--- config.mk ---
export PLATFORM = sky130hd
export DESIGN_NAME = fcr_master
export DESIGN_NICKNAME = d
export VERILOG_FILES = /design/src/rtl/fcr_master_pkg.sv /design/src/rtl/fcr_master_sync.sv /design/src/rtl/fcr_master.sv
export SDC_FILE = /design/constraint.sdc
export NUM_CORES = 1
export LEC_CHECK = 0
export CAP_MARGIN = 40
export CORE_MARGIN = 8
export CORE_UTILIZATION = 50
export CTS_BUF_LIST = sky130_fd_sc_hd__clkbuf_2
export DETAILED_ROUTE_END_ITERATION = 8
export GPL_TIMING_DRIVEN = 1
export PLACE_DENSITY = 0.76
export SLEW_MARGIN = 15
export SYNTH_ARGS = -nofsm -noshare
export SYNTH_HDL_FRONTEND = slang
export SYNTH_SLANG_ARGS = --single-unit
--- constraint.sdc ---
create_clock -name clk_i -period 15.8 [get_ports clk_i]
set_clock_uncertainty 0.2 [all_clocks]
set_input_delay 2.37 -clock clk_i [delete_from_list [all_inputs] [get_ports clk_i]]
set_output_delay 2.37 -clock clk_i [all_outputs]
set_load 0.02 [all_outputs]
--- src/rtl/fcr_master_pkg.sv ---
// Shared constants for the FPGA command-response byte link.
// Action codes, parameter codes and the fixed frame size live here so the
// initiator and its testbench agree on one definition.
package fcr_master_pkg;

  localparam int FCR_FRAME_BYTES = 17;
  localparam int FCR_FRAME_BITS  = FCR_FRAME_BYTES * 8;

  localparam logic [7:0] C_NOP  = 8'h00;
  localparam logic [7:0] C_GET  = 8'h01;
  localparam logic [7:0] C_SET  = 8'h02;
  localparam logic [7:0] C_VNUM = 8'h01;

  // Only NOP, GET and SET are ever put on the link.
  function automatic logic act_is_valid(input logic [7:0] act);
    return (act == C_NOP) || (act == C_GET) || (act == C_SET);
  endfunction

endpackage

--- src/rtl/fcr_master_sync.sv ---
// Two-flop synchronizer for a single asynchronous level from the link.
module fcr_master_sync (
  input  logic clk_i,
  input  logic rst_i,
  input  logic d_i,
  output logic q_o
);

  logic meta_q;
  logic sync_q;

  // Two back-to-back flops; only sync_q is used downstream.
  always_ff @(posedge clk_i or posedge rst_i) begin
    if (rst_i) begin
      meta_q <= 1'b0;
      sync_q <= 1'b0;
    end else begin
      meta_q <= d_i;
      sync_q <= meta_q;
    end
  end

  assign q_o = sync_q;

endmodule

--- src/rtl/fcr_master.sv ---
// Initiator end of the command-response byte link.
// Serializes a 17-byte command frame MSB-first over a four-phase req/ack
// handshake, then collects the 17-byte response and presents it in parallel.
// Optional build macro FCR_MST_TIMEOUT_EN adds a per-wait-state abort counter.
//
// Handshake: cmd_byte_req_o rises with cmd_byte_data_o already stable, stays
// high until the synchronized ack is seen, and never re-rises until that ack
// has been seen low again. rsp_byte_ack_o rises after rsp_byte_data_i has been
// captured and falls once the synchronized rsp_byte_req_i is seen low.
module fcr_master
  import fcr_master_pkg::*;
#(
  parameter int unsigned TIMEOUT_CYCLES = 50000
)
(
  input  logic         clk_i,
  input  logic         rst_i,
  input  logic         start_i,
  input  logic [7:0]   cmd_act_i,
  input  logic [7:0]   cmd_param_i,
  input  logic [47:0]  cmd_adr_i,
  input  logic [71:0]  cmd_data_i,
  output logic         busy_o,
  output logic         done_o,
  output logic         bad_act_o,
  output logic         timeout_o,
  output logic         rsp_err_o,
  output logic [6:0]   rsp_act_o,
  output logic [7:0]   rsp_param_o,
  output logic [47:0]  rsp_adr_o,
  output logic [71:0]  rsp_data_o,
  output logic         cmd_byte_req_o,
  output logic [7:0]   cmd_byte_data_o,
  input  logic         cmd_byte_ack_i,
  input  logic         rsp_byte_req_i,
  input  logic [7:0]   rsp_byte_data_i,
  output logic         rsp_byte_ack_o,
  output logic [2:0]   dbg_state_o
);

  typedef enum logic [2:0] {
    S_IDLE     = 3'd0,
    S_CMD_REQ  = 3'd1,
    S_CMD_REL  = 3'd2,
    S_RSP_WAIT = 3'd3,
    S_RSP_ACK  = 3'd4,
    S_DONE     = 3'd5
  } state_e;

  localparam logic [4:0] LAST_IDX = 5'(FCR_FRAME_BYTES - 1);

  state_e                      state_q, state_d;
  logic [FCR_FRAME_BITS-1:0]   cmd_sh_q;
  logic [FCR_FRAME_BITS-1:0]   rsp_sh_q;
  logic [FCR_FRAME_BITS-1:0]   rsp_q;
  logic [4:0]                  idx_q;
  logic                        bad_act_q;
  logic                        timeout_q;
  logic                        ack_s;
  logic                        req_s;
  logic                        in_wait;
  logic                        tmo_hit;

  fcr_master_sync u_sync_ack (
    .clk_i (clk_i),
    .rst_i (rst_i),
    .d_i   (cmd_byte_ack_i),
    .q_o   (ack_s)
  );

  fcr_master_sync u_sync_req (
    .clk_i (clk_i),
    .rst_i (rst_i),
    .d_i   (rsp_byte_req_i),
    .q_o   (req_s)
  );

  assign in_wait = (state_q == S_CMD_REQ) || (state_q == S_CMD_REL) ||
                   (state_q == S_RSP_WAIT) || (state_q == S_RSP_ACK);

`ifdef FCR_MST_TIMEOUT_EN
  logic [31:0] tmo_q;

  // Cycles spent in the current wait state; restarts on any state change.
  always_ff @(posedge clk_i or posedge rst_i) begin
    if (rst_i) begin
      tmo_q <= '0;
    end else if (state_d != state_q) begin
      tmo_q <= '0;
    end else if (in_wait) begin
      tmo_q <= tmo_q + 32'd1;
    end
  end

  assign tmo_hit = in_wait && (tmo_q >= 32'(TIMEOUT_CYCLES - 1));
`else
  assign tmo_hit = 1'b0;
`endif

  // State register.
  always_ff @(posedge clk_i or posedge rst_i) begin
    if (rst_i) state_q <= S_IDLE;
    else       state_q <= state_d;
  end

  // Next-state logic; a timeout overrides every wait state.
  always_comb begin
    state_d = state_q;
    case (state_q)
      S_IDLE:     if (start_i) state_d = act_is_valid(cmd_act_i) ? S_CMD_REQ : S_DONE;
      S_CMD_REQ:  if (ack_s) state_d = S_CMD_REL;
      S_CMD_REL:  if (!ack_s) state_d = (idx_q == LAST_IDX) ? S_RSP_WAIT : S_CMD_REQ;
      S_RSP_WAIT: if (req_s) state_d = S_RSP_ACK;
      S_RSP_ACK:  if (!req_s) state_d = (idx_q == LAST_IDX) ? S_DONE : S_RSP_WAIT;
      S_DONE:     state_d = S_IDLE;
      default:    state_d = S_IDLE;
    endcase
    if (tmo_hit) state_d = S_DONE;
  end

  // Moore outputs decoded from the current state.
  always_comb begin
    busy_o         = in_wait;
    done_o         = (state_q == S_DONE);
    cmd_byte_req_o = (state_q == S_CMD_REQ);
    rsp_byte_ack_o = (state_q == S_RSP_ACK);
  end

  // Frame datapath: command shift-out, response shift-in, status flags.
  always_ff @(posedge clk_i or posedge rst_i) begin
    if (rst_i) begin
      cmd_sh_q  <= '0;
      rsp_sh_q  <= '0;
      rsp_q     <= '0;
      idx_q     <= '0;
      bad_act_q <= 1'b0;
      timeout_q <= 1'b0;
    end else if (tmo_hit) begin
      timeout_q <= 1'b1;
    end else begin
      case (state_q)
        S_IDLE: begin
          if (start_i) begin
            cmd_sh_q  <= {cmd_act_i, cmd_param_i, cmd_adr_i, cmd_data_i};
            idx_q     <= '0;
            bad_act_q <= !act_is_valid(cmd_act_i);
            timeout_q <= 1'b0;
          end
        end
        S_CMD_REL: begin
          if (!ack_s) begin
            if (idx_q == LAST_IDX) begin
              idx_q <= '0;
            end else begin
              idx_q    <= idx_q + 5'd1;
              cmd_sh_q <= {cmd_sh_q[FCR_FRAME_BITS-9:0], 8'h00};
            end
          end
        end
        S_RSP_WAIT: begin
          if (req_s) rsp_sh_q <= {rsp_sh_q[FCR_FRAME_BITS-9:0], rsp_byte_data_i};
        end
        S_RSP_ACK: begin
          if (!req_s) begin
            if (idx_q == LAST_IDX) rsp_q <= rsp_sh_q;
            else                   idx_q <= idx_q + 5'd1;
          end
        end
        default: ;
      endcase
    end
  end

  assign cmd_byte_data_o = cmd_sh_q[FCR_FRAME_BITS-1 -: 8];
  assign bad_act_o       = bad_act_q;
  assign timeout_o       = timeout_q;
  assign rsp_err_o       = rsp_q[135];
  assign rsp_act_o       = rsp_q[134:128];
  assign rsp_param_o     = rsp_q[127:120];
  assign rsp_adr_o       = rsp_q[119:72];
  assign rsp_data_o      = rsp_q[71:0];
  assign dbg_state_o     = state_q;

endmodule

* Word-level counts from Yosys, hierarchy flattened
Index checks and enable logic that the tools add are counted.
W data, S select, Z words.
** Operators by class
- Mux-type cells :: 19
- Div/mod/pow operators :: 0
- Reduce and logical (&&, ||, !) cells :: 16
- Multipliers :: 0
- $lt $le $gt $ge :: 0
- Eq/ne operators :: 15
- Add/sub/neg operators :: 1
- Shift operators :: 0
- Bitwise gates (word level) :: 1
** Operators by type and width (number)
- $mux W136 :: 3
- $pmux W136 S2 :: 1
- $mux W5 :: 5
- $mux W3 :: 7
- $pmux W3 S5 :: 1
- $pmux W5 S3 :: 1
- $ne A2 B2 Y1 const B :: 5
- $reduce_and A5 Y1 :: 2
- $eq A8 B1 Y1 const B :: 1
- $eq A8 B2 Y1 const B :: 1
- $logic_not A8 Y1 :: 1
- $eq A3 B2 Y1 const B :: 2
- $eq A3 B3 Y1 const B :: 2
- $add A5 B1 Y5 const B :: 1
- $eq A5 B5 Y1 const B :: 1
- $logic_or A1 B1 Y1 :: 5
- $ne A2 B1 Y1 const B :: 2
- $reduce_and A2 Y1 :: 2
- $reduce_and A4 Y1 :: 1
- $eq A3 B1 Y1 const B :: 1
- $logic_not A3 Y1 :: 1
- $reduce_and A3 Y1 :: 1
- $reduce_bool A3 Y1 :: 1
- $mux W2 :: 1
- 3 further kinds :: 3
** Storage, ports and cells
- Memories :: 0
- Logic and storage cells :: 62
- Output and inout bits :: 153
- RAM bits :: 0
- Bits in latches :: 0
- Register bits :: 421
- Input bits :: 149
- ROM bits :: 0

* Longest topological paths before layout
Gate-level depths: netlist of the first run.
- Depth after elaboration :: 6
- Depth in mapped cells :: 8
- Gate-level depth less buffers :: 6

* Cells and area by module
Synthesis of the first run repeated with hierarchy kept, for this count alone.
** Second synthesis, totals
- Cells, all modules :: 1276
- Area total of the unflattened synthesis :: 17625.7 um2
** Modules (own cells, without submodules)
- fcr_master :: instances 1, area an instance 17518.1 um2, cells an instance 1270
- fcr_master_sync :: instances 2, area an instance 53.8 um2, cells an instance 3

* Least setup slack after synthesis of the first run
OpenSTA, ideal clock, no wires.
- Path kind :: register to output
- Start point :: register state_q[0] (netlist: dbg_state_o[0])
- End point :: output port busy_o
- Buffers on the path :: 1
- Setup slack :: 11.890 ns
- Arrival time :: 1.340 ns
- Stages on the path, launching flop included :: 4
- Cells stage by stage :: dfrtp_1 > clkbuf_1 > nor2_1 > xnor2_1
** On the way
- Cells in the longest elaborated chain, start to end :: 4
- Elaborated cells on any way between the ends :: 7
- Classes of those cells :: eq/ne: 4; reduce/logical: 3
** Ends and longest elaborated chain
- start, declared :: RTL line fcr_master.sv:52 : state_e state_q, state_d;
- start signal, assigned :: RTL line fcr_master.sv:103 : else state_q <= state_d;
- $eq A3 B1 Y1 or $eq A3 B2 Y1 (tied branches) :: RTL line fcr_master.sv:78 : assign in_wait = (state_q == S_CMD_REQ) || (state_q == S_CMD_REL) ||
- $logic_or A1 B1 Y1 (2 in series) :: RTL line fcr_master.sv:78
- $logic_or A1 B1 Y1 * :: RTL line fcr_master.sv:79 : (state_q == S_RSP_WAIT) || (state_q == S_RSP_ACK);
- end, declared :: RTL line fcr_master.sv:23 : output logic busy_o,
Every way passes the cells marked *; elsewhere a longest branch is shown, timed or not.

* Final worst setup path of the first run
- Start point :: register state_q[2] (netlist: dbg_state_o[2])
- End point :: output port rsp_byte_ack_o
** On the way
- Cells in the longest elaborated chain, start to end :: 1
** Ends and longest elaborated chain
- $eq A3 B3 Y1 :: RTL line fcr_master.sv:126 : rsp_byte_ack_o = (state_q == S_RSP_ACK);
- end, declared :: RTL line fcr_master.sv:37 : output logic rsp_byte_ack_o,
Every way passes these cells.

==> summary.md, run 1 <==
| Metric | Value |
|---|---|
| Number of standard cells in the final layout excluding fillers | 2,115 |
| Hold Vio Cnt, Final | 0 |
| Vias in the first global route | 12,394 |
| Post-DR vias/cell | 5.483 |
| Post-CTS repair timing setup buffer count | 0 |
| Post-Route Utilization | 63.24% |
| Capturing element of the worst setup path | rsp_byte_ack_o |
| Routed wirelength normalized by instance count | between 20 and 25 um |
| Global-route wire length before repair | 67,900 um |
| Number of unique standard cell types used by synthesis | 41 |
| Post-route fraction of the period consumed by the critical path | a little over a third |
| Number of antenna violations at the first check in global routing | 6 |
| Worst setup timing slack at the placement stage | 10.49 ns |
| Count of port buffers added during placement | 300 |
| Capturing point of the worst reg2reg path | rsp_q[43]$_DFFE_PP0P_ |
| CTS buffer count | 104 |
| Leakage power summed over all cells | ~10 nW |
| Root Driver | clkbuf_2 |
| Global-route total usage across every layer | 20.31% |
| Per-instance average area after synthesis | 13.80 um^2 |
| Pin count of the biggest net entering global routing | about 260 |
| CORE AREA | roughly 35,000 um^2 |
| Cells resized by post-CTS repair | 0 |
| Commonest non-fill, non-tap cells in the layout | 421 x dfrtp_1, 300 x clkdlybuf4s50_1, 241 x mux2_2 |
| Initial core utilization | 50.81% |
| Final wirelength | 42,660 um |
| Routability Congestion | 0.8162 |
| Std cell rows | 68 |
| Required time of the worst setup path | 13.23 ns |
| Least setup slack across all paths after layout | 10.32 ns |
| Minimum period implied by the final worst setup slack | 5.479 ns |
| Cell Pwr Density | approximately 150 nW/um^2 |
| Clock latency of the later-clocked register in the worst-skew pair | 0.98 ns |
| Most common cell after layout, fill and taps aside | dfrtp_1 |
| Clock slew at reported path FFs | 0.10 ns |
| Num Clock Sinks | 421 |
| Max Root-Sink Buffers | 3 |
| Relative area change from synthesis to final layout | 24.46% |
| Die extent in y | between 200 and 250 um |
| Max-slew headroom | 25.76% |
| TritonRoute pass-1 iters | 4 |
| Fraction of the yosys area taken by sequential cells | 59.87% |
| Net Count, Synth | around 1,400 |
| Number of hold buffers added after cts | 0 |
| Total Nets Final | 1,738 |
| Fraction of the mapped netlist area in simple logic gates | between 1 and 1.5% |
| Post-Synthesis Cell Area | 17,600 um^2 |
| Length in cells of the worst reg-to-reg path | 6 |
| Total overflow reported by the global router | 0 |
| Unrepaired setup endpoints after global routing | no |
| Max Fanout on Critical Path | 13 |
| DRC violation count after routing | 0 |
| Post-synthesis xor/xnor area fraction | 0.04978% |
| Critical path origin | dbg_state_o[2]$_DFFE_PP0P_ |
| Transition time of the tightest slew-check pin | 1.114 ns |
| Synthesized instance count | 1,275 |
| Number of placed I/O pins | 302 |
| Status | finished clean |
| Setup TNS | 0 ns |
| Cell count after placement | 1,935 |
| Max Fclk | 0.1825 GHz |
| CP Launch Type | flop |
| Overall die area | 41,450 um^2 |
| Number of violations of the max-capacitance limit | 0 |
| Startpoint of the lowest-slack register-to-register path | dbg_state_o[0]$_DFFE_PP0P_ |
| DRT iter0 DRCs | approximately 710 |
| #FFs+latches synth | 421 |
| Data arrival time at the worst-slack endpoint | 2.91 ns |
| Total via count after detailed routing | 11,597 |
| Clock tree from TritonCTS | yes |
| Path type of the worst min-delay path | flop to flop |
| # H-tree levels | 3 |
| Remaining antenna violation count | 0 |
| Setup violation total in the final timing report | 0 |
| Largest vdd supply drop | 0.1863 mV |
| YS warnings | 0 |
| Synth Area in Adders | less than 1% |
| Number of max-slew violations in the final report | 0 |
| Combinational family with the most area after synthesis | multiplexers |
| Startpoint-to-endpoint class of the critical path | flop to output port |
| Worst Setup End Kind | output port |
| Multiplexer fraction of the synthesized cell area | 26.23% |
| Horizontal die dimension | 203.6 um |
| Hold slack final | 0.1521 ns |
| Compound-cell area share of the yosys netlist | 9.123% |
| Hpwl dp | 28,390 um |
| Flop-to-flop setup slack | 12.31 ns |
| Fraction of layout instances using a drive strength above 1 | between 20% and 30% |
report_power, final:
group | total [mW] | leakage [nW] | switching (mW) | internal, mW
Sequential | 1.52 | 5.40 | 0.180 | 1.34
Combinational | 0.998 | 3.96 | 0.535 | 0.463
Clock | 0.687 | 0.690 | 0.415 | 0.272
Total | 3.21 | 10.0 | 1.13 | 2.08
logic make-up (layout without fill, tap and decap cells):
kind of cell	Yosys count	count (layout)
muxes	411	411
and+or+nand+nor	43	43
AOI/OAI and AO/OA	278	278
other	1	6
buffers and inverters	118	498
xor gates and xnor gates	1	1
adders and majority gates	2	2
DFF	421	421
final cells by class:
class	count	area (um^2)
well taps	455	569.3
diodes	5	12.51
inverters	5	26.28
multi-input cells	736	6553
flip-flops and latches	421	10540
clock inverters	20	110.1
fillers	2718	12730
clock buffers	154	770.7
repair buffers	319	3323
routing by layer:
layer,global-route usage (%),up-vias,routed length (um)
met5,0,-,13
met4,6.605,2,865
met3,7.966,75,3617
met2,31.89,340,20190
met1,25.59,5822,17970
li1,-,5358,-
how the worst min path moves through the flow:
| stage | from | endpoint | slack, ns | depth (start not counted) |
|---|---|---|---|---|
| 2_1_floorplan | u_sync_ack.meta_q$_DFF_PP0_ | u_sync_ack.q_o$_DFF_PP0_ | 0.13 | 0 |
| 3_3_place_gp | u_sync_ack.meta_q$_DFF_PP0_ | u_sync_ack.q_o$_DFF_PP0_ | 0.13 | 0 |
| 3_5_place_dp | u_sync_req.meta_q$_DFF_PP0_ | u_sync_req.q_o$_DFF_PP0_ | 0.14 | 0 |
| 4_1_cts | u_sync_req.meta_q$_DFF_PP0_ | u_sync_req.q_o$_DFF_PP0_ | 0.15 | 0 |
| 5_1_grt | u_sync_ack.meta_q$_DFF_PP0_ | u_sync_ack.q_o$_DFF_PP0_ | 0.16 | 0 |
| 6_report | u_sync_req.meta_q$_DFF_PP0_ | u_sync_req.q_o$_DFF_PP0_ | 0.15 | 0 |
sequential cells by signal, indices dropped and copies added (netlist names):
register and flops:
rsp_q 136, u_sync_req.meta_q 1, u_sync_ack.meta_q 1, u_sync_req.q_o 1, cmd_sh_q 136, bad_act_o 1
rsp_sh_q 136, idx_q 5, dbg_state_o 3, u_sync_ack.q_o 1
worst max-delay path: stages (launching register included):
cell and delay, ns:
dfrtp_1 0.66, or3b_4 0.47, inv_1 0.16, clkdlybuf4s50_1 0.68
cell usage after synthesis, drive strengths merged:
library cell | n | area (um^2)
nor3 | 1 | 5.000
or3b | 1 | 11.26
a221o | 2 | 20.02
a32o | 1 | 10.01
mux2 | 281 | 3314
nand2 | 5 | 18.77
dfrtp | 421 | 10540
o22ai | 1 | 6.260
nand3 | 3 | 15.01
inv | 5 | 18.77
a21oi | 131 | 655.6
conb | 1 | 3.750
o211ai | 1 | 7.510
nor3b | 2 | 15.01
nand2b | 4 | 25.02
a2111oi | 1 | 8.760
a22o | 2 | 17.52
o21ai | 4 | 20.01
xnor2 | 1 | 8.760
a31oi | 129 | 807.0
nand4bb | 1 | 11.26
and2 | 2 | 12.51
ha | 2 | 25.02
a211o | 2 | 17.52
buf | 45 | 275.3
or3 | 2 | 12.51
a21o | 1 | 7.510
mux2i | 130 | 1301
and3 | 2 | 12.51
nor4bb | 1 | 10.01
nor2b | 12 | 75.07
a311o | 2 | 20.02
clkbuf | 68 | 255.2
nor4 | 1 | 6.260
nor2 | 6 | 22.52
a211oi | 1 | 7.510
metrics by stage:
stage	total power, mW	cell area, um^2
after floorplan	2.244	17600
after global placement	2.489	20790
after detailed placement	2.545	20980
after CTS	3.247	21860
after global routing	3.434	21900
final	3.210	21900
(Power assumes the default switching activity.)
==> run 2: changes to the inputs <==
==> constraint.sdc (replaced) <==
create_clock -name clk_i -period 5.72 [get_ports clk_i]
set_clock_uncertainty 0.2 [all_clocks]
set_input_delay 0.858 -clock clk_i [delete_from_list [all_inputs] [get_ports clk_i]]
set_output_delay 0.858 -clock clk_i [all_outputs]
set_load 0.02 [all_outputs]
==> run 2 against run 1 <==
Core utilization hardly changed. Via count is 0.16% higher. Global-route usage fell by 0.41 points. Register-to-register slack got worse by 10 ns. Critical path type unchanged. Power grew to 2.8 times the previous value. Sequential share of layout area hardly changed. First-iteration DRC count is 24% lower. Setup slack worse by 8.6 ns. Clock power grew to 2.9 times the previous value. Routed wire length fell by 1.4%. Final area hardly changed.
==> summary.md, run 2 (same netlist as run 1, synthesis figures left out) <==
| Metric | Value |
|---|---|
| Count of port buffers added during placement | 300 (unchanged) |
| Global-route wire length before repair | 66,170 um (-2.5%) |
| Overall die area | 41,450 um^2 (unchanged) |
| Fill cells | 2,731 (+0.48%) |
| Least setup slack across all paths after layout | 1.739 ns (-8.583 ns) |
| Std cell rows | 68 (unchanged) |
| Root Driver | clkbuf_2 |
| Commonest non-fill, non-tap cells in the layout | 421 x dfrtp_1, 300 x clkdlybuf4s50_1, 241 x mux2_2 |
| Worst setup timing slack at the placement stage | 2.303 ns (-8.186 ns) |
| Clock tree from TritonCTS | yes |
| Minimum period implied by the final worst setup slack | 3.981 ns |
| Die extent in y | 203.6 um (unchanged) |
| Crit path largest cell delay | 0.68 ns (about the same) |
| CTS buffer count | 106 (+1.9%) |
| Post-route standard cell area excluding fillers | 21,910 um^2 (about the same) |
| Hold slack final | 0.1613 ns (+0.009264 ns) |
| Number of max-slew violations in the final report | 0 (unchanged) |
| Relative area change from synthesis to final layout | 24.55% (about the same) |
| Status | finished clean |
| Slowest CP cell | clkdlybuf4s50_1 |
| Number of violations of the max-capacitance limit | 0 (unchanged) |
| CORE AREA | 34,630 um^2 (unchanged) |
| Worst Setup End Kind | output port |
| Startpoint of the lowest-slack register-to-register path | dbg_state_o[0]$_DFFE_PP0P_ |
| Max Root-Sink Buffers | 3 (unchanged) |
| Leakage power summed over all cells | 10.04 nW (about the same) |
| Max-slew headroom | 32.18% (+6.4 points) |
| Max Fclk | 0.2512 GHz |
| CP Launch Type | flop |
| Critical path cell sequence | or3b_4, inv_1, clkdlybuf4s50_1 |
| Hold_sp | u_sync_ack.meta_q$_DFF_PP0_ |
| Number of placed I/O pins | 302 (unchanged) |
| # H-tree levels | 3 (unchanged) |
| Hold endpoint | u_sync_ack.q_o$_DFF_PP0_ |
| Post-DR vias/cell | 5.446 (-0.68%) |
| Remaining antenna violation count | 0 (unchanged) |
| Number of standard cells in the final layout excluding fillers | 2,133 (+0.85%) |
| Cell count after placement | 1,934 (-0.052%) |
| Total via count after detailed routing | 11,616 (+0.16%) |
| Largest vdd supply drop | 0.3765 mV (+100%) |
| Data arrival time at the worst-slack endpoint | 2.92 ns (about the same) |
| Final wirelength | 42,070 um (-1.4%) |
| Detailed-routing wirelength on met1 | 17,210 um (-4.2%) |
| Global-route total usage across every layer | 19.90% (-0.41 points) |
| Clock latency of the later-clocked register in the worst-skew pair | 0.96 ns (-0.02 ns) |
| Horizontal die dimension | 203.6 um (unchanged) |
| DRT iter0 DRCs | 536 (-24%) |
| Length of routed met3 wiring | 4004 um (+11%) |
| Kind of cell adding the most delay to the critical path | buffers and inverters |
| Post-CTS repair timing setup buffer count | 0 (unchanged) |
| Num Clock Sinks | 421 (unchanged) |
| Required time of the worst setup path | 4.66 ns (-8.57 ns) |
| Cells on Worst Hold Path | 0 (unchanged) |
| Unrepaired setup endpoints after global routing | no |
| Transition time of the tightest slew-check pin | 1.017 ns (-0.09629 ns) |
| Path type of the worst min-delay path | flop to flop |
| Total placed instance area | 20,890 um^2 (-0.41%) |
| Initial core utilization | 50.81% (unchanged) |
| Routability Congestion | 0.8138 (-0.29%) |
| Flip-flop and latch area | 10,540 um^2 (unchanged) |
| Met2 wire len | 19,900 um (-1.5%) |
| DRC violation count after routing | 0 (unchanged) |
| Top flop regs | cmd_sh_q (136), rsp_q (136), rsp_sh_q (136) |
| Flop-to-flop setup slack | 2.22 ns (-10.09 ns) |
| Startpoint-to-endpoint class of the critical path | flop to output port |
| Post-route fraction of the period consumed by the critical path | roughly 70% |
| Top routing layer in use | met5 |
| Number of antenna violations at the first check in global routing | 7 (+1) |
| Total overflow reported by the global router | 0 (unchanged) |
| Max Fanout on Critical Path | 13 (unchanged) |
| Routed wirelength normalized by instance count | 19.73 um (-2.2%) |
| Pin count of the biggest net entering global routing | 139 (-46%) |
| Hpwl dp | 27,570 um (-2.9%) |
| Capturing point of the worst reg2reg path | rsp_sh_q[0]$_DFFE_PP0P_ |
| Combined buffer and inverter count along the critical path | 2 (unchanged) |
| Setup violation total in the final timing report | 0 (unchanged) |
| Vias in the first global route | 12,100 (-2.4%) |
| Most common cell after layout, fill and taps aside | dfrtp_1 |
| Cell Pwr Density | 407.8 nW/um^2 (+180%) |
| TritonRoute pass-1 iters | 4 (unchanged) |
| Fraction of layout instances using a drive strength above 1 | 28.07% (-0.090 points) |
| Total Nets Final | 1,741 (+0.17%) |
| Length in cells of the worst reg-to-reg path | 5 (-1) |
| Area taken by multi-input logic gates | 6553 um^2 (unchanged) |
| Clock slew at reported path FFs | 0.09 ns (about the same) |
| Hold Vio Cnt, Final | 0 (unchanged) |
run 2: worst max-delay path by stage:
stage	from	to	slack, ns	depth (start not counted)
2_1_floorplan	rst_i	bad_act_o$_DFFE_PP0P_	-1.02	1
3_3_place_gp	dbg_state_o[0]$_DFFE_PP0P_	rsp_sh_q[6]$_DFFE_PP0P_	2.39	5
3_5_place_dp	dbg_state_o[0]$_DFFE_PP0P_	rsp_sh_q[5]$_DFFE_PP0P_	2.30	5
4_1_cts	dbg_state_o[2]$_DFFE_PP0P_	rsp_byte_ack_o	1.60	3
5_1_grt	dbg_state_o[2]$_DFFE_PP0P_	rsp_byte_ack_o	1.48	3
6_report	dbg_state_o[2]$_DFFE_PP0P_	rsp_byte_ack_o	1.74	3
run 2: final cells by class:
class                   instances  area share (%)
clock inverters                37          0.9763
inverters                       5          0.1028
repair buffers                320           14.80
diodes                          7         0.07993
well taps                     455           2.598
flip-flops and latches        421           48.07
multi-input cells             736           29.90
clock buffers                 152           3.471
run 2: layer usage:
metal,global-route usage [%],up-vias
li1,-,5381
met1,24.26,5807
met2,30.84,359
met3,8.600,67
met4,8.003,2
met5,0,-
run 2: report_power, final:
group          internal (mW)  switching, mW  leakage, nW
clock                  0.810           1.20        0.727
combinational           1.26           1.47         3.92
sequential              3.71          0.481         5.40
total                   5.78           3.15         10.0
run 2: what timing repair did:
item	in CTS	in global routing
hold buffers	3	0
hold endpoints to repair	21	0
gates resized for setup	0	0
run 2: metrics by stage:
stage	total power [mW]	util, %	setup TNS, ns
2_1_floorplan	6.199	-	-428.37
3_3_place_gp	6.876	60.25	0
3_5_place_dp	6.988	60.33	0
4_1_cts	9.051	63.24	0
5_1_grt	9.566	63.27	0
6_report	8.936	63.29	0
run 2: worst register-to-register path, delay by kind of cell, from the launching register on:
family | cells | cell delay (ns)
buffers and inverters | 2 | 1.41
flip-flops | 1 | 0.60
multiplexers | 1 | 0.45
AND/OR/NAND/NOR | 2 | 0.68
==> run 3: changes to the inputs <==
==> constraint.sdc (replaced) <==
create_clock -name clk_i -period 3.85 [get_ports clk_i]
set_clock_uncertainty 0.2 [all_clocks]
set_input_delay 0.5775 -clock clk_i [delete_from_list [all_inputs] [get_ports clk_i]]
set_output_delay 0.5775 -clock clk_i [all_outputs]
set_load 0.02 [all_outputs]
==> run 3 against run 2 <==
Non-clock buffer count is 129 higher. Setup slack worse by 1.5 ns. Cell count grew 5.5%. Sequential share of layout area is 2.8 points lower. Clock power grew 55%. Via count up 5.2%. Flip-flop and latch count stayed put.
==> summary.md, run 3 (same netlist as run 1, synthesis figures left out) <==
| Metric | Value |
|---|---|
| DRC violation count after routing | 0 (unchanged) |
| Flop-to-flop setup slack | 1.09 ns (-1.13 ns) |
| Kind of cell adding the most delay to the critical path | buffers and inverters |
| Path type of the worst min-delay path | input port to flop |
| Number of max-slew violations in the final report | 0 (unchanged) |
| Required time of the worst setup path | 3.07 ns (-1.59 ns) |
| Combined buffer and inverter count along the critical path | 1 (-1) |
| Pin count of the biggest net entering global routing | 257 (+85%) |
| Global-route wire length before repair | 71,840 um (+8.6%) |
| Fraction of layout instances using a drive strength above 1 | 27.02% (-1.0 points) |
| Total Nets Final | 1,869 (+7.4%) |
| Minimum period implied by the final worst setup slack | 3.579 ns |
| Num Clock Sinks | 421 (unchanged) |
| Critical path depth | 3 (unchanged) |
| # H-tree levels | 3 (unchanged) |
| Area taken by multi-input logic gates | 6553 um^2 (unchanged) |
| Most common cell after layout, fill and taps aside | dfrtp_1 |
| Critical path cell sequence | nor2b_1, nor2b_1, clkdlybuf4s50_1 |
| Transition time of the tightest slew-check pin | 1.154 ns (+0.1364 ns) |
| DRT iter0 DRCs | 646 (+21%) |
| Worst Setup End Kind | output port |
| Max Fclk | 0.2794 GHz |
| Hpwl dp | 28,670 um (+4.0%) |
| Hold endpoint | cmd_sh_q[67]$_DFFE_PP0P_ |
| Setup violation total in the final timing report | 0 (unchanged) |
| Routed wirelength normalized by instance count | 20.18 um (+2.3%) |
| Root Driver | clkbuf_2 |
| Global-route total usage across every layer | 21.59% (+1.7 points) |
| Initial core utilization | 50.81% (unchanged) |
| CTS buffer count | 105 (-0.94%) |
| CORE AREA | 34,630 um^2 (unchanged) |
| Post-Route Utilization | 67.28% (+4.0 points) |
| Crit path largest cell delay | 0.62 ns (-0.06 ns) |
| Total placed instance area | 21,100 um^2 (+1.0%) |
| Post-CTS repair timing setup buffer count | 0 (unchanged) |
| Flip-flop and latch area | 10,540 um^2 (about the same) |
| Total overflow reported by the global router | 0 (unchanged) |
| Number of placed I/O pins | 302 (unchanged) |
| Library cell appearing most often on the critical path | nor2b_1 |
| Std cell rows | 68 (unchanged) |
| Remaining antenna violation count | 0 (unchanged) |
| Max Fanout on Critical Path | 16 (+3) |
| Hold Vio Cnt, Final | 0 (unchanged) |
| Routability Congestion | 0.8282 (+1.8%) |
| Status | finished clean |
| Unrepaired setup endpoints after global routing | no |
| Cells on Worst Hold Path | 3 (+3) |
| Leakage power summed over all cells | 10.65 nW (+6.0%) |
| Total via count after detailed routing | 12,224 (+5.2%) |
| Clock tree from TritonCTS | yes |
| CP Launch Type | flop |
| Post-route standard cell area excluding fillers | 23,300 um^2 (+6.3%) |
| Vias in the first global route | 12,958 (+7.1%) |
| Fill cells | 2,522 (-7.7%) |
| Data arrival time at the worst-slack endpoint | 2.80 ns (-0.12 ns) |
| Count of port buffers added during placement | 300 (unchanged) |
| Cell Pwr Density | 583.7 nW/um^2 (+43%) |
| Post-DR vias/cell | 5.430 (-0.28%) |
| Capturing point of the worst reg2reg path | cmd_sh_q[120]$_DFFE_PP0P_ |
| Commonest non-fill, non-tap cells in the layout | 418 x dfrtp_1, 300 x clkdlybuf4s50_1, 241 x mux2_2 |
| Post-route fraction of the period consumed by the critical path | 92.95% |
| TritonRoute pass-1 iters | 5 (+1) |
| Max Root-Sink Buffers | 3 (unchanged) |
| Die extent in y | 203.6 um (unchanged) |
| Startpoint-to-endpoint class of the critical path | flop to output port |
| Overall die area | 41,450 um^2 (unchanged) |
| Clock latency of the later-clocked register in the worst-skew pair | 1.05 ns (+0.09 ns) |
| Relative area change from synthesis to final layout | 32.41% |
| Max-slew headroom | 23.08% (-9.1 points) |
| Startpoint of the lowest-slack register-to-register path | idx_q[0]$_DFFE_PP0P_ |
| Final wirelength | 45,420 um (+8.0%) |
| Number of violations of the max-capacitance limit | 0 (unchanged) |
| Length in cells of the worst reg-to-reg path | 8 (+3) |
| Total design power | 13.60 mW (+52%) |
| Number of antenna violations at the first check in global routing | 6 (-1) |
| Hold_sp | cmd_data_i[67] |
| Slowest CP cell | clkdlybuf4s50_1 |
| Top flop regs | cmd_sh_q (136), rsp_q (136), rsp_sh_q (136) |
| Largest vdd supply drop | 0.7976 mV (+110%) |
| Clock slew at reported path FFs | 0.10 ns (about the same) |
| Horizontal die dimension | 203.6 um (unchanged) |
[run 3: how the worst max path moves through the flow]
stage | end | start
4_1_cts | rsp_byte_ack_o | dbg_state_o[1]$_DFFE_PP0P_
2_1_floorplan | bad_act_o$_DFFE_PP0P_ | rst_i
3_3_place_gp | rsp_q[72]$_DFFE_PP0P_ | dbg_state_o[0]$_DFFE_PP0P_
5_1_grt | cmd_byte_req_o | dbg_state_o[0]$_DFFE_PP0P_
6_report | cmd_byte_req_o | dbg_state_o[0]$_DFFE_PP0P_
3_5_place_dp | cmd_sh_q[6]$_DFFE_PP0P_ | idx_q[0]$_DFFE_PP0P_
[run 3: final cells by class]
type / count / share of cell area [%]
diodes: 5 / 0.05370
clock buffers: 154 / 3.308
clock inverters: 26 / 0.9129
inverters: 5 / 0.09667
multi-input cells: 736 / 28.12
flip-flops and latches: 421 / 45.23
well taps: 455 / 2.443
repair buffers: 449 / 19.83
[run 3: through the flow]
step,hold WS (ns),setup WS (ns),cells,setup TNS (ns)
2_1_floorplan,0.1312,-2.607,1275,-1097.54
3_3_place_gp,0.1346,1.050,1944,0
3_5_place_dp,0.1347,1.008,1946,0
4_1_cts,0.0005054,0.04459,2244,0
5_1_grt,-0.002274,0.07198,2251,0
6_report,0.1070,0.2713,2251,0
[run 3: per-layer routing]
layer | routed length, um | GRT usage (%) | up-vias | share of wire, %
met5 | 27 | 0 | - | 0.059
met4 | 1207 | 8.547 | 4 | 2.7
met3 | 3626 | 8.267 | 98 | 8.0
met2 | 21850 | 34.08 | 389 | 48
met1 | 18710 | 26.56 | 6119 | 41
li1 | - | - | 5614 | -
[run 3: what timing repair did]
action                                  CTS  global route
hold buffers                            118             1
endpoints found under the setup margin    2             1
resized for setup                         2             1
endpoints found under the hold margin   128             1
[run 3: worst reg2reg max path, stage by stage (launching register included)]
cell and delay (ns):
dfrtp_1 0.38, inv_1 0.07, ha_1 0.20, nor4bb_1 0.12, clkbuf_2 0.16, o21ai_4 0.40
buf_4 0.71, a21oi_1 0.20, a31oi_1 0.20
[run 3: power by group]
group	switching [mW]	leakage (nW)	internal, mW
combinational	2.28	4.51	1.95
clock	1.82	0.738	1.28
sequential	0.739	5.40	5.52
